### config.mk
export PLATFORM = sky130hd
export DESIGN_NAME = imem_program_writer_flat
export DESIGN_NICKNAME = d
export VERILOG_FILES = /design/src/rtl/mips_pkg.sv /design/src/rtl/imem_program_writer_if.sv /design/src/rtl/instr_encoder.sv /design/src/rtl/imem_program_writer.sv /design/src/flat_wrapper.sv
export SDC_FILE = /design/constraint.sdc
export NUM_CORES = 1
export LEC_CHECK = 0
export ABC_AREA = 1
export ABC_CLOCK_PERIOD_IN_PS = 3530
export BUFFER_PORTS_ARGS = -buffer_cell sky130_fd_sc_hd__buf_2
export CORE_ASPECT_RATIO = 0.8
export CORE_MARGIN = 5
export CORE_UTILIZATION = 40
export DETAILED_ROUTE_END_ITERATION = 8
export PLACE_DENSITY = 0.83
export SETUP_SLACK_MARGIN = 0.3
export SLEW_MARGIN = 15
export SYNTH_ARGS = -nofsm -noshare
export SYNTH_HDL_FRONTEND = slang
export SYNTH_SLANG_ARGS = --single-unit
export TNS_END_PERCENT = 10
### constraint.sdc
create_clock -name clk -period 3.53 [get_ports clk]
set_clock_uncertainty 0.1 [all_clocks]
set_input_delay 0.706 -clock clk [delete_from_list [all_inputs] [get_ports clk]]
set_output_delay 0.706 -clock clk [all_outputs]
set_load 0.005 [all_outputs]
### src/rtl/mips_pkg.sv
// Shared MIPS definitions: opcode constants, instruction kinds and field widths
// used by both the program writer and the core's control_unit decode.
package mips_pkg;

  localparam int OPCODE_W = 6;
  localparam int REG_W    = 5;
  localparam int SHAMT_W  = 5;
  localparam int FUNCT_W  = 6;
  localparam int IMM_W    = 16;
  localparam int TARGET_W = 26;
  localparam int INSTR_W  = 32;
  localparam int KIND_W   = 3;

  localparam logic [OPCODE_W-1:0] OP_RTYPE = 6'b000000;
  localparam logic [OPCODE_W-1:0] OP_LW    = 6'b100011;
  localparam logic [OPCODE_W-1:0] OP_SW    = 6'b101011;
  localparam logic [OPCODE_W-1:0] OP_BEQ   = 6'b000100;
  localparam logic [OPCODE_W-1:0] OP_ADDI  = 6'b001000;
  localparam logic [OPCODE_W-1:0] OP_J     = 6'b000010;
  localparam logic [OPCODE_W-1:0] OP_HLT   = 6'b111111;

  typedef enum logic [KIND_W-1:0] {
    KIND_R       = 3'd0,
    KIND_LW      = 3'd1,
    KIND_SW      = 3'd2,
    KIND_BEQ     = 3'd3,
    KIND_ADDI    = 3'd4,
    KIND_J       = 3'd5,
    KIND_HLT     = 3'd6,
    KIND_ILLEGAL = 3'd7
  } instr_kind_e;

  typedef enum logic [1:0] {
    ST_IDLE  = 2'd0,
    ST_WRITE = 2'd1,
    ST_DONE  = 2'd2
  } wr_state_e;

endpackage

### src/rtl/imem_program_writer_if.sv
// Descriptor handshake between a program source and the instruction-memory writer.
interface imem_program_writer_if;
  import mips_pkg::*;

  logic                in_valid;
  logic                in_ready;
  logic [KIND_W-1:0]   in_kind;
  logic [REG_W-1:0]    in_rs;
  logic [REG_W-1:0]    in_rt;
  logic [REG_W-1:0]    in_rd;
  logic [SHAMT_W-1:0]  in_shamt;
  logic [FUNCT_W-1:0]  in_funct;
  logic [IMM_W-1:0]    in_imm;
  logic [TARGET_W-1:0] in_target;

  modport master (
    output in_valid, in_kind, in_rs, in_rt, in_rd, in_shamt, in_funct, in_imm, in_target,
    input  in_ready
  );

  modport slave (
    input  in_valid, in_kind, in_rs, in_rt, in_rd, in_shamt, in_funct, in_imm, in_target,
    output in_ready
  );

endinterface

### src/rtl/instr_encoder.sv
// Combinational encoder: symbolic descriptor to 32-bit MIPS word, flags kind 7.
module instr_encoder
  import mips_pkg::*;
(
  input  logic [KIND_W-1:0]   kind,
  input  logic [REG_W-1:0]    rs,
  input  logic [REG_W-1:0]    rt,
  input  logic [REG_W-1:0]    rd,
  input  logic [SHAMT_W-1:0]  shamt,
  input  logic [FUNCT_W-1:0]  funct,
  input  logic [IMM_W-1:0]    imm,
  input  logic [TARGET_W-1:0] target,
  output logic [INSTR_W-1:0]  word,
  output logic                illegal
);

  always_comb begin
    word    = '0;
    illegal = 1'b0;
    case (instr_kind_e'(kind))
      KIND_R:    word = {OP_RTYPE, rs, rt, rd, shamt, funct};
      KIND_LW:   word = {OP_LW, rs, rt, imm};
      KIND_SW:   word = {OP_SW, rs, rt, imm};
      KIND_BEQ:  word = {OP_BEQ, rs, rt, imm};
      KIND_ADDI: word = {OP_ADDI, rs, rt, imm};
      KIND_J:    word = {OP_J, target};
      KIND_HLT:  word = {OP_HLT, {TARGET_W{1'b0}}};
      default:   illegal = 1'b1;
    endcase
  end

endmodule

### src/rtl/imem_program_writer.sv
// Loads encoded instructions into instruction memory from address 0, one word
// per two cycles, stopping on HLT or when DEPTH words have been written.
module imem_program_writer
  import mips_pkg::*;
#(
  parameter int ADDR_W = 6,
  parameter int DEPTH  = 64
) (
  input  logic                 clk,
  input  logic                 rst_n,
  input  logic                 clear,
  imem_program_writer_if.slave bus,
  output logic                 imem_we,
  output logic [ADDR_W-1:0]    imem_addr,
  output logic [INSTR_W-1:0]   imem_wdata,
  output logic [ADDR_W:0]      count,
  output logic                 done,
  output logic                 error
);

  localparam logic [ADDR_W:0] DEPTH_CNT = (ADDR_W+1)'(DEPTH);

  wr_state_e            state_q, state_d;
  logic [INSTR_W-1:0]   enc_word;
  logic                 enc_illegal;
  logic                 accept;
  logic                 last_is_hlt;
  logic [ADDR_W:0]      count_inc;

  instr_encoder u_enc (
    .kind    (bus.in_kind),
    .rs      (bus.in_rs),
    .rt      (bus.in_rt),
    .rd      (bus.in_rd),
    .shamt   (bus.in_shamt),
    .funct   (bus.in_funct),
    .imm     (bus.in_imm),
    .target  (bus.in_target),
    .word    (enc_word),
    .illegal (enc_illegal)
  );

  assign bus.in_ready = (state_q == ST_IDLE);
  assign imem_we      = (state_q == ST_WRITE);
  assign accept       = bus.in_valid && bus.in_ready;
  assign last_is_hlt  = (imem_wdata[INSTR_W-1 -: OPCODE_W] == OP_HLT);
  assign count_inc    = count + (ADDR_W+1)'(1);

  always_ff @(posedge clk) begin
    if (!rst_n) state_q <= ST_IDLE;
    else        state_q <= state_d;
  end

  always_comb begin
    state_d = state_q;
    case (state_q)
      ST_IDLE:  if (accept && !enc_illegal) state_d = ST_WRITE;
      ST_WRITE: state_d = (last_is_hlt || count_inc == DEPTH_CNT) ? ST_DONE : ST_IDLE;
      ST_DONE:  state_d = ST_DONE;
      default:  state_d = ST_IDLE;
    endcase
    if (clear) state_d = ST_IDLE;
  end

  // Address, count and status; clear restarts the load but keeps the last word.
  always_ff @(posedge clk) begin
    if (!rst_n) begin
      imem_addr  <= '0;
      imem_wdata <= '0;
      count      <= '0;
      done       <= 1'b0;
      error      <= 1'b0;
    end else if (clear) begin
      imem_addr  <= '0;
      count      <= '0;
      done       <= 1'b0;
      error      <= 1'b0;
    end else begin
      case (state_q)
        ST_IDLE: begin
          if (accept) begin
            if (enc_illegal) error      <= 1'b1;
            else             imem_wdata <= enc_word;
          end
        end
        ST_WRITE: begin
          count <= count_inc;
          if (last_is_hlt) begin
            done <= 1'b1;
          end else if (count_inc == DEPTH_CNT) begin
            done  <= 1'b1;
            error <= 1'b1;
          end else begin
            imem_addr <= imem_addr + ADDR_W'(1);
          end
        end
        default: ;
      endcase
    end
  end

endmodule

### src/flat_wrapper.sv
// flat-port wrapper written by rule: the top's interface ports become plain ports
module imem_program_writer_flat import mips_pkg::*;
#(
  parameter int ADDR_W = 6,
  parameter int DEPTH  = 64
)
  (clk, rst_n, clear, imem_we, imem_addr, imem_wdata, count, done, error, bus_in_valid, bus_in_kind, bus_in_rs, bus_in_rt, bus_in_rd, bus_in_shamt, bus_in_funct, bus_in_imm, bus_in_target, bus_in_ready);
  imem_program_writer_if bus_i ();
  input  logic clk;
  input  logic rst_n;
  input  logic clear;
  output logic imem_we;
  output logic [ADDR_W-1:0] imem_addr;
  output logic [INSTR_W-1:0] imem_wdata;
  output logic [ADDR_W:0] count;
  output logic done;
  output logic error;
  input wire logic [$bits(bus_i.in_valid)-1:0] bus_in_valid;
  input wire logic [$bits(bus_i.in_kind)-1:0] bus_in_kind;
  input wire logic [$bits(bus_i.in_rs)-1:0] bus_in_rs;
  input wire logic [$bits(bus_i.in_rt)-1:0] bus_in_rt;
  input wire logic [$bits(bus_i.in_rd)-1:0] bus_in_rd;
  input wire logic [$bits(bus_i.in_shamt)-1:0] bus_in_shamt;
  input wire logic [$bits(bus_i.in_funct)-1:0] bus_in_funct;
  input wire logic [$bits(bus_i.in_imm)-1:0] bus_in_imm;
  input wire logic [$bits(bus_i.in_target)-1:0] bus_in_target;
  output wire logic [$bits(bus_i.in_ready)-1:0] bus_in_ready;
  assign bus_i.in_valid = bus_in_valid;
  assign bus_i.in_kind = bus_in_kind;
  assign bus_i.in_rs = bus_in_rs;
  assign bus_i.in_rt = bus_in_rt;
  assign bus_i.in_rd = bus_in_rd;
  assign bus_i.in_shamt = bus_in_shamt;
  assign bus_i.in_funct = bus_in_funct;
  assign bus_i.in_imm = bus_in_imm;
  assign bus_i.in_target = bus_in_target;
  assign bus_in_ready = bus_i.in_ready;
  imem_program_writer #(.ADDR_W(ADDR_W), .DEPTH(DEPTH)) u_core (.clk(clk), .rst_n(rst_n), .clear(clear), .bus(bus_i), .imem_we(imem_we), .imem_addr(imem_addr), .imem_wdata(imem_wdata), .count(count), .done(done), .error(error));
endmodule
==> results of run 1 <==
[power by group through the flow]
stage,sequential [W],clock [W],combinational [W]
floorplan,0.000598,0,0.0000902
global placement,0.000597,0,0.000175
detailed placement,0.000596,0,0.000179
CTS,0.000584,0.000438,0.000180
global route,0.000588,0.000460,0.000201
finish,0.000585,0.000431,0.000180
[synthesized netlist by cell type]
| cell | count | area [um2] |
|---|---|---|
| a21oi_1 | 15 | 75.1 |
| a21oi_2 | 6 | 52.6 |
| a221oi_1 | 7 | 61.3 |
| a221oi_2 | 1 | 15.0 |
| a31oi_1 | 11 | 68.8 |
| a41oi_1 | 9 | 78.8 |
| buf_2 | 7 | 35.0 |
| buf_4 | 3 | 22.5 |
| buf_6 | 1 | 11.3 |
| clkbuf_1 | 5 | 18.8 |
| clkinv_1 | 1 | 3.75 |
| dfxtp_1 | 48 | 961 |
| ha_1 | 3 | 37.5 |
| inv_1 | 25 | 93.8 |
| inv_2 | 3 | 11.3 |
| nand2_1 | 77 | 289 |
| nand2_2 | 2 | 12.5 |
| nand2_4 | 2 | 22.5 |
| nand3_1 | 12 | 60.1 |
| nand3_2 | 1 | 10.0 |
| nor2_1 | 14 | 52.6 |
| nor2_2 | 1 | 6.26 |
| nor2_4 | 4 | 45.0 |
| nor2_8 | 1 | 20.0 |
| nor3_1 | 4 | 20.0 |
| o211ai_1 | 2 | 15.0 |
| o21ai_0 | 38 | 190 |
| o21ai_1 | 9 | 45.0 |
| o21bai_2 | 1 | 11.3 |
| o22ai_2 | 1 | 12.5 |
| xnor2_1 | 1 | 8.76 |
| xor2_1 | 4 | 35.0 |
[cell usage in the layout, fill, tap and decap left out, drive strengths merged]
cell and count:
xnor2 1, nor2 20, a31oi 11, inv 28
o21ai 47, a21oi 21, nor3 4, a41oi 9
a221oi 8, clkbuf 6, xor2 4, buf 125
dfxtp 48, nand2 81, o211ai 2, clkinv 2
o21bai 1, nand3 13, o22ai 1, bufinv 1
ha 3
[path summary, 6_finish.rpt]
check	end	startpoint	cells past startpoint
setup / recovery	u_core.count[5]	rst_n	7
setup reg to reg	u_core.imem_wdata[0]	u_core.state_q[1]	6
hold reg to reg	u_core.done	u_core.done	2
hold / removal	u_core.done	u_core.done	2
[worst max-delay path, stage by stage]
cell     delay (ps)
buf_2           360
inv_1           160
nor2_1          310
inv_1           310
a21oi_1         180
o21ai_0         110
inv_1            70
[metrics by stage]
step | worst slack, ps | hold WS (ps) | std cells
6_report | 1470 | 355 | 517
5_1_grt | 1170 | 373 | 517
4_1_cts | 1490 | 357 | 517
3_5_place_dp | 1170 | 343 | 509
3_3_place_gp | 1210 | 345 | 509
2_1_floorplan | 1780 | 347 | 319
[sequential cells by signal, summed over array words and instances, names as in the netlist]
signal	cells
u_core.error	1
u_core.imem_addr	6
u_core.imem_wdata	31
u_core.done	1
u_core.count	7
u_core.state_q	2
[metal layers]
metal / vias up / GRT usage / part of all wire
met5: - / 0 / 0
met2: 101 / 0.324 / 0.48
li1: 1318 / - / -
met4: 0 / 0.0631 / 0.017
met1: 1198 / 0.209 / 0.43
met3: 11 / 0.0492 / 0.071
[area by class of cell]
| cell class | instances | area, um2 |
|---|---|---|
| fill | 610 | 2710 |
| multi-input combinational | 226 | 1240 |
| sequential | 48 | 961 |
| timing repair buffer | 125 | 631 |
| inverter | 29 | 109 |
| tap | 81 | 101 |
| clock buffer | 6 | 82.6 |
| clock inverter | 2 | 38.8 |
[cell families after synthesis]
logic type,after synthesis,synth area share
adder cells (fa/ha/maj),3,0.0156
AND/OR/NAND/NOR,118,0.224
AO/OA/AOI/OAI,100,0.260
buffers and inverters,45,0.0818
XOR/XNOR,5,0.0182
flip-flops,48,0.400
==> metrics.txt, run 1 <==
status finished clean; fraction of final layout cells sized beyond drive strength 1 0.358; Seq/Total Area, Yosys 0.400; final core occ 0.539; Setup Fix Bufs, Post-CTS 0; worst hold path class flip-flop to flip-flop; Clock Tree Buf Depth 2; Clk pin slew, worst setup/hold paths 90 ps; Die Footprint 7670 um2; Syn Nets 397; DR iter-0 viols 133; Post-DRT Antenna Nets 0; CP Data Arrival Time 2210 ps; final instance area 3170 um2; max cap viols 0; CTS H-tree lvls 2; final hold violations 0; Antenna Cells 0; vias in the first global route 2628; Final HPWL DP 5.36 mm; critical path class primary input to flip-flop; drt wl/cell 13.6 um; via count 2628; Post-route DRC 0; Clock power frac 0.360; switching pwr 0.000315 W; synthesized netlist cell count 319; gpl congestion 0.838; Die Y 79.3 um; Ports 124; pins over their slew limit 0; synth warn 0; Slew HR 0.542; nets 513; Peak VDD IR 180 uV; Detailed Routing Iterations Pass 1 4; Inserted Clock Buffers 5; CTS tree built; max frequency 484 MHz; Critical Path Start Type primary input; sw frac 0.264; Int Power 0.000880 W; Placed Area 3050 um2; worst slew pin tran 687 ps; WL final 7.05 mm; placeable core area 5880 um2; Layout area overhead 31.9%; Netlist cell types 32; Tot GR Track Use 0.181; total global routing overflow 0; Setup crit end kind flip-flop; Seq pwr share 0.489; min cycle time layout 2060 ps; share of the clock period used by the worst path 0.585; flop-to-flop setup slack 1580 ps; PD cells 377 nW/um2; register bit total from synthesis 48; Die X 96.6 um; mapped cell area 2400 um2; worst-skew pair later-pin latency 300 ps; antenna violations before repair 0; setup tns final 0 ps; hold_buf cts 0; initial core utilization 0.409; final setup fails 0; IO Port Bufs 123; Leak 1.49 nW; row cnt 25; Synth Area per Inst 7.53 um2; largest net degree at the start of global routing 31; post_cts resized 0; Root Buffer Master clkbuf_8; first-pass GRT wire length 11.8 mm; Crit path required time 3680 ps; crit path max fanout 30; Design Power 0.00120 W; clk sink count 48; combinational share of power 0.150; RSZ-0062 raised after global routing no; Vias/cell 5.08
Power figures use the tool's default switching activity.
==> inputs of run 2 (changes only) <==
- ABC_AREA: 1 -> 0
- ABC_CLOCK_PERIOD_IN_PS: 3530 -> 1960
- PLACE_DENSITY: 0.83 -> 0.81
- clock period: 3.53 -> 1.96 ns (I/O delays scaled with it)
==> run 2 against run 1 <==
Routed wire length rose by 11%; non-clock buffer count rose by 20; first-iteration DRC count fell by 35%; via count rose by 5.5%; die area rose by 14%; cell area rose by 17%; global-route usage fell by 0.30 points; clock power rose by 44%; highest routed layer unchanged.
==> metrics.txt, run 2 <==
Clk pin slew, worst setup/hold paths 90 ps (about the same); gpl congestion 0.793 (-5.4%); worst slew pin tran 612 ps (-74.9 ps); most frequent cells after synthesis dfxtp_1, o211a_1, nand2_1; WL final 7.80 mm (+11%); final instance area 3700 um2 (+17%); Final HPWL DP 5.58 mm (+4.1%); row cnt 27 (+8.0%); antenna violations before repair 0 (unchanged); most area-hungry cell type in the Yosys netlist dfxtp_1; Top FF cell, synth dfxtp_1; nets 500 (-2.5%); Vias/cell 5.44 (+7.0%); most frequent cells in the layout buf_2, dfxtp_1, o211a_1; CP cell instances or4b_4, a21oi_4, buf_12, o221ai_1, o211a_1; setup tns final 0 ps (unchanged); total global routing overflow 0 (unchanged); Detailed Routing Iterations Pass 1 5 (+1); Most flops, register u_core.imem_wdata; Clock Tree Buf Depth 2 (unchanged); IO Port Bufs 123 (unchanged); PD cells 567 nW/um2 (+50%); Post-Place Cells 495 (-2.8%); first-pass GRT wire length 12.8 mm (+8.7%); worst-skew pair later-pin latency 300 ps (about the same); Placed Area 3510 um2 (+15%); mux share of post-synthesis cell area 0.0754 (+0.0754); drt wl/cell 15.3 um (+12%); vias in the first global route 2720 (+3.5%); Post-route DRC 0 (unchanged); final std cells w/o fill 510 (-1.4%); min cycle time layout 1770 ps; CTS H-tree lvls 2 (unchanged); Leak 1.92 nW (+29%); initial core utilization 0.409 (about the same); Synth Area in Compound Gates 0.334 (+0.0738); worst hold path class primary input to flip-flop; count leader, synth dfxtp_1; critical path class flip-flop to flip-flop; max cap viols 0 (unchanged); CP delay by family, top simple AND/OR/NAND/NOR gates; crit-path max cell delay 550 ps (+190 ps); Post-DRT Antenna Nets 0 (unchanged); Die Footprint 8750 um2 (+14%); CTS tree built; Peak VDD IR 281 uV (+56%); share of Yosys cell area claimed by the top area cell type 0.345 (-0.0555); Critical Path Start Type flip-flop; largest net degree at the start of global routing 33 (+6.5%); status finished clean; Synth Area per Inst 9.33 um2 (+24%); via count 2773 (+5.5%); DR iter-0 viols 87 (-35%); Setup crit end kind flip-flop; CP Data Arrival Time 1870 ps (-340 ps); Slew HR 0.592 (+0.0499); hold_buf cts 0 (unchanged); Synth async-reset ratio 0 (unchanged); Antenna Cells 0 (unchanged); Die X 103 um (+6.9%); final setup fails 0 (unchanged); Netlist cell types 48 (+50%); max frequency 564 MHz; Slowest cell on crit path or4b_4; Root Buffer Master clkbuf_8; fraction of the mapped netlist area in adder cells 0.0135 (-0.00217); Syn Nets 377 (-5.0%); mapped cell area 2790 um2 (+16%); worst path bufs/invs 1 (-3); max FFs per register 31 (unchanged); synth warn 0 (unchanged); register bit total from synthesis 48 (unchanged); top cells by area, synth dfxtp_1, o211a_1, mux2_2; Inserted Clock Buffers 5 (unchanged); final core occ 0.542 (+0.00363); Seq/Total Area, Yosys 0.345 (-0.0555); Tot GR Track Use 0.178 (-0.00295); Die Y 84.7 um (+6.8%); leading registers by flop count u_core.imem_wdata x31, u_core.count x7, u_core.imem_addr x6; commonest non-fill, non-tap cell in the layout buf_2; final hold violations 0 (unchanged); RSZ-0062 raised after global routing yes; synthesized netlist cell count 299 (-6.3%); share of the clock period used by the worst path 0.904; fraction of final layout cells sized beyond drive strength 1 0.449 (+0.0914); clk sink count 48 (unchanged); pins over their slew limit 0 (unchanged); Synth Area in Simple Gates 0.135 (-0.0885); largest family of logic cells by synthesized area compound AO/OA/AOI/OAI gates; placeable core area 6820 um2 (+16%); post-synthesis xor/xnor area fraction 0.0220 (+0.00375); crit path max fanout 28 (-6.7%); number of synthesized flops with an enable pin 0 (unchanged); Crit path required time 2060 ps (-1620 ps); Layout area overhead 32.7%; Ports 124 (unchanged)
==> run 2: cell count changes after synthesis, moves of 13 or more <==
cell / delta
o211a_1: +28
o21ai_0: -31
mux2_2: +16
a22oi_1: +16
o211ai_1: +14
nand2_1: -55
inv_1: -13
==> run 2: cell families (layout without fill, tap and decap cells) <==
family	after synthesis	count (layout)
xor+xnor	7	7
buf+inv	41	165
fa+ha+maj	3	3
compound gates	108	108
flops	48	48
simple gates	73	73
mux	19	19
==> run 2: report_power, final <==
part / switching, W / total, W / internal [W]
clock: 0.000330 / 0.000619 / 0.000289
combinational: 0.000205 / 0.000435 / 0.000230
sequential: 0.0000295 / 0.00104 / 0.00102
total: 0.000564 / 0.00210 / 0.00153
==> run 2: through the flow <==
stage                     worst slack [ps]  total power [W]  hold WS, ps
after floorplan                        128          0.00131          342
after global placement                54.6          0.00148          348
after detailed placement              22.4          0.00149          356
after CTS                              184          0.00212          300
after global routing                  97.3          0.00222          338
final                                  188          0.00210          307
==> run 2: final timing paths <==
path,start,endpoint,slack [ps],cells after the start
worst min register to register,u_core.done,u_core.done,360,2
worst min-delay path,clear,u_core.imem_addr[4],310,4
worst max-delay path,u_core.state_q[0],u_core.imem_wdata[16],190,5
worst max register to register,u_core.state_q[0],u_core.imem_wdata[16],190,5
==> run 2: cell type report <==
type	count	area, um2
multi-input cells	210	1640
repair buffers	145	831
flip-flops and latches	48	976
fillers	628	3120
well taps	87	109
inverters	12	45.0
clock inverters	2	13.8
clock buffers	6	82.6
==> run 2: worst register-to-register path, cell delays in order (launching register included) <==
cell,delay (ps)
dfxtp_1,360
or4b_4,550
a21oi_4,180
buf_12,200
o221ai_1,140
o211a_1,150
==> run 2: repair_timing <==
item | 4_1_cts | 5_1_grt
endpoints found under the hold margin | 0 | 0
endpoints found under the setup margin | 39 | 41
setup buffers | 4 | 1
resized for setup | 4 | 2
pin swaps | 1 | 0
cloned | 2 | 0
==> run 2: metal layers <==
metal  track usage  share of wire  up-vias
li1              -              -     1377
met4        0.0529          0.015        0
met1         0.234           0.44     1304
met3        0.0324          0.054        9
met2         0.293           0.49       83
met5             0              0        -
==> inputs of run 3 (changes only) <==
- CELL_PAD_IN_SITES_DETAIL_PLACEMENT: not set -> 0
- CELL_PAD_IN_SITES_GLOBAL_PLACEMENT: not set -> 1
- CORE_UTILIZATION: 40 -> 34
- PLACE_DENSITY: 0.81 -> 0.91
==> run 3 against run 2 <==
Clock power increased by 39%; count of clock-buffer cells in the layout decreased by 1; die area increased by 16%; sequential power about the same; critical path type unchanged; largest power group unchanged; highest routed layer unchanged.
==> metrics.txt, run 3 (synthesis gave the netlist of run 2 again) <==
status finished clean; antenna violations before repair 0 (unchanged); Die Y 91.0 um (+7.5%); CP Data Arrival Time 1910 ps (+40 ps); Die X 111 um (+7.6%); crit path from u_core.count[2]; max FFs per register 31 (unchanged); Crit path required time 2090 ps (+30 ps); Clock Tree Buf Depth 2 (unchanged); first-pass GRT wire length 13.4 mm (+5.2%); setup tns final 0 ps (unchanged); FILL cells 800 (+27%); initial core utilization 0.349 (-0.0593); max frequency 562 MHz (-0.48%); final setup fails 0 (unchanged); Layout area overhead 40.8%; Post-DRT Antenna Nets 0 (unchanged); PD cells 605 nW/um2 (+6.8%); Critical Path Start Type flip-flop; drt wl/cell 15.3 um (-0.23%); Antenna Cells 0 (unchanged); crit path max fanout 7 (-75%); via count 2815 (+1.5%); crit-path max cell delay 380 ps (-170 ps); placeable core area 7980 um2 (+17%); vias in the first global route 2812 (+3.4%); worst reg-to-reg path cell count 6 (+1); Slew HR 0.615 (+0.0234); worst reg2reg endpoint u_core.imem_addr[1]; pins over their slew limit 0 (unchanged); gpl congestion 0.769 (-3.0%); Vias/cell 5.21 (-4.1%); Ports 124 (unchanged); IO Port Bufs 123 (unchanged); CP cell instances and4_4, a211o_1, a311oi_2, buf_4, o21ai_1, a21oi_1; Setup crit end kind flip-flop; total global routing overflow 0 (unchanged); Detailed Routing Iterations Pass 1 4 (-1); final hold violations 0 (unchanged); Critical Path Sink u_core.imem_addr[1]; setup ws final 179 ps (-8.62 ps); Slowest cell on crit path dfxtp_4; worst-skew pair later-pin latency 300 ps (about the same); leading registers by flop count u_core.imem_wdata x31, u_core.count x7, u_core.imem_addr x6; largest net degree at the start of global routing 33 (unchanged); RSZ-0062 raised after global routing yes; Most flops, register u_core.imem_wdata; CTS H-tree lvls 2 (unchanged); CTS tree built; commonest non-fill, non-tap cell in the layout buf_2; Root Buffer Master clkbuf_8; multi-input logic area 1680 um2 (+2.3%); Peak VDD IR 425 uV (+52%); min cycle time layout 1780 ps (+8.63 ps); flop-to-flop setup slack 180 ps (about the same); register area 980 um2 (+0.38%); worst slew pin tran 577 ps (-35.1 ps); Clk pin slew, worst setup/hold paths 90 ps (about the same); Leak 2.00 nW (+4.1%); nets 509 (+1.8%); row cnt 29 (+7.4%); Place WS 8.45 ps (-13.9 ps); most frequent cells in the layout buf_2, dfxtp_1, o211a_1; DR iter-0 viols 139 (+60%); Worst R2R Start u_core.count[2]; worst hold path class primary input to flip-flop; final core occ 0.492 (-0.0505); Inserted Clock Buffers 5 (unchanged); share of the clock period used by the worst path 0.909 (+0.00440); WL final 8.24 mm (+5.6%); hold depth 4 (unchanged); critical path class flip-flop to flip-flop; max cap viols 0 (unchanged); Final HPWL DP 5.79 mm (+3.9%); Die Footprint 10100 um2 (+16%); clk sink count 48 (unchanged); Tot GR Track Use 0.157 (-0.0209); Post-route DRC 0 (unchanged); fraction of final layout cells sized beyond drive strength 1 0.481 (+0.0323); hold_buf cts 0 (unchanged)
## run 3: changes by cell type in the layout (fill, tap and decap cells not counted), sizes merged
cell	before	now
buf	144	153
bufbuf	1	0
bufinv	0	2
clkinv	1	0
## run 3: metal layers
layer | GRT usage | vias to the layer above | part of all wire
met5 | 0 | - | 0
met4 | 0.0304 | 0 | 0.0061
met3 | 0.0399 | 5 | 0.065
met2 | 0.274 | 86 | 0.48
met1 | 0.198 | 1323 | 0.44
li1 | - | 1401 | -
## run 3: area by class of cell
type / instances / share of cell area
well taps: 108 / 0.0344
flip-flops and latches: 48 / 0.250
inverters: 12 / 0.0115
repair buffers: 154 / 0.241
multi-input cells: 210 / 0.428
clock inverters: 3 / 0.0175
clock buffers: 5 / 0.0175
## run 3: power breakdown
part | internal [W] | leakage [nW] | switching, W | total, W
Combinational | 0.000252 | 1.53 | 0.000223 | 0.000475
Sequential | 0.00102 | 0.396 | 0.0000284 | 0.00104
Clock | 0.000514 | 0.0687 | 0.000344 | 0.000858
## run 3: how the worst min path moves through the flow
stage / from / endpoint / slack, ps
finish: clear / u_core.imem_addr[4] / 300
global route: bus_in_valid / u_core.error / 330
CTS: clear / u_core.imem_addr[4] / 290
detailed placement: u_core.done / u_core.done / 360
global placement: u_core.done / u_core.done / 350
floorplan: u_core.done / u_core.done / 340
## run 3: critical path: cells and delay by family, from the launching register on
kind	cells	cell delay, ps
simple gates	1	210
flops	1	380
compound gates	4	820
buf+inv	1	210
## run 3: timing repair
action                     4_1_cts  5_1_grt
gates resized for setup          6       14
setup buffers                    5        4
pin swaps                        4        4
setup endpoints to repair       38       40
cloned                           3        1
## run 3: through the flow
stage	hold slack, ps	total power [W]	cells	instance area [um2]
finish	299	0.00238	540	3930
floorplan	342	0.00131	299	2820
global route	327	0.00250	540	3930
global placement	354	0.00149	519	3550
CTS	287	0.00238	535	3810
detailed placement	358	0.00150	519	3550
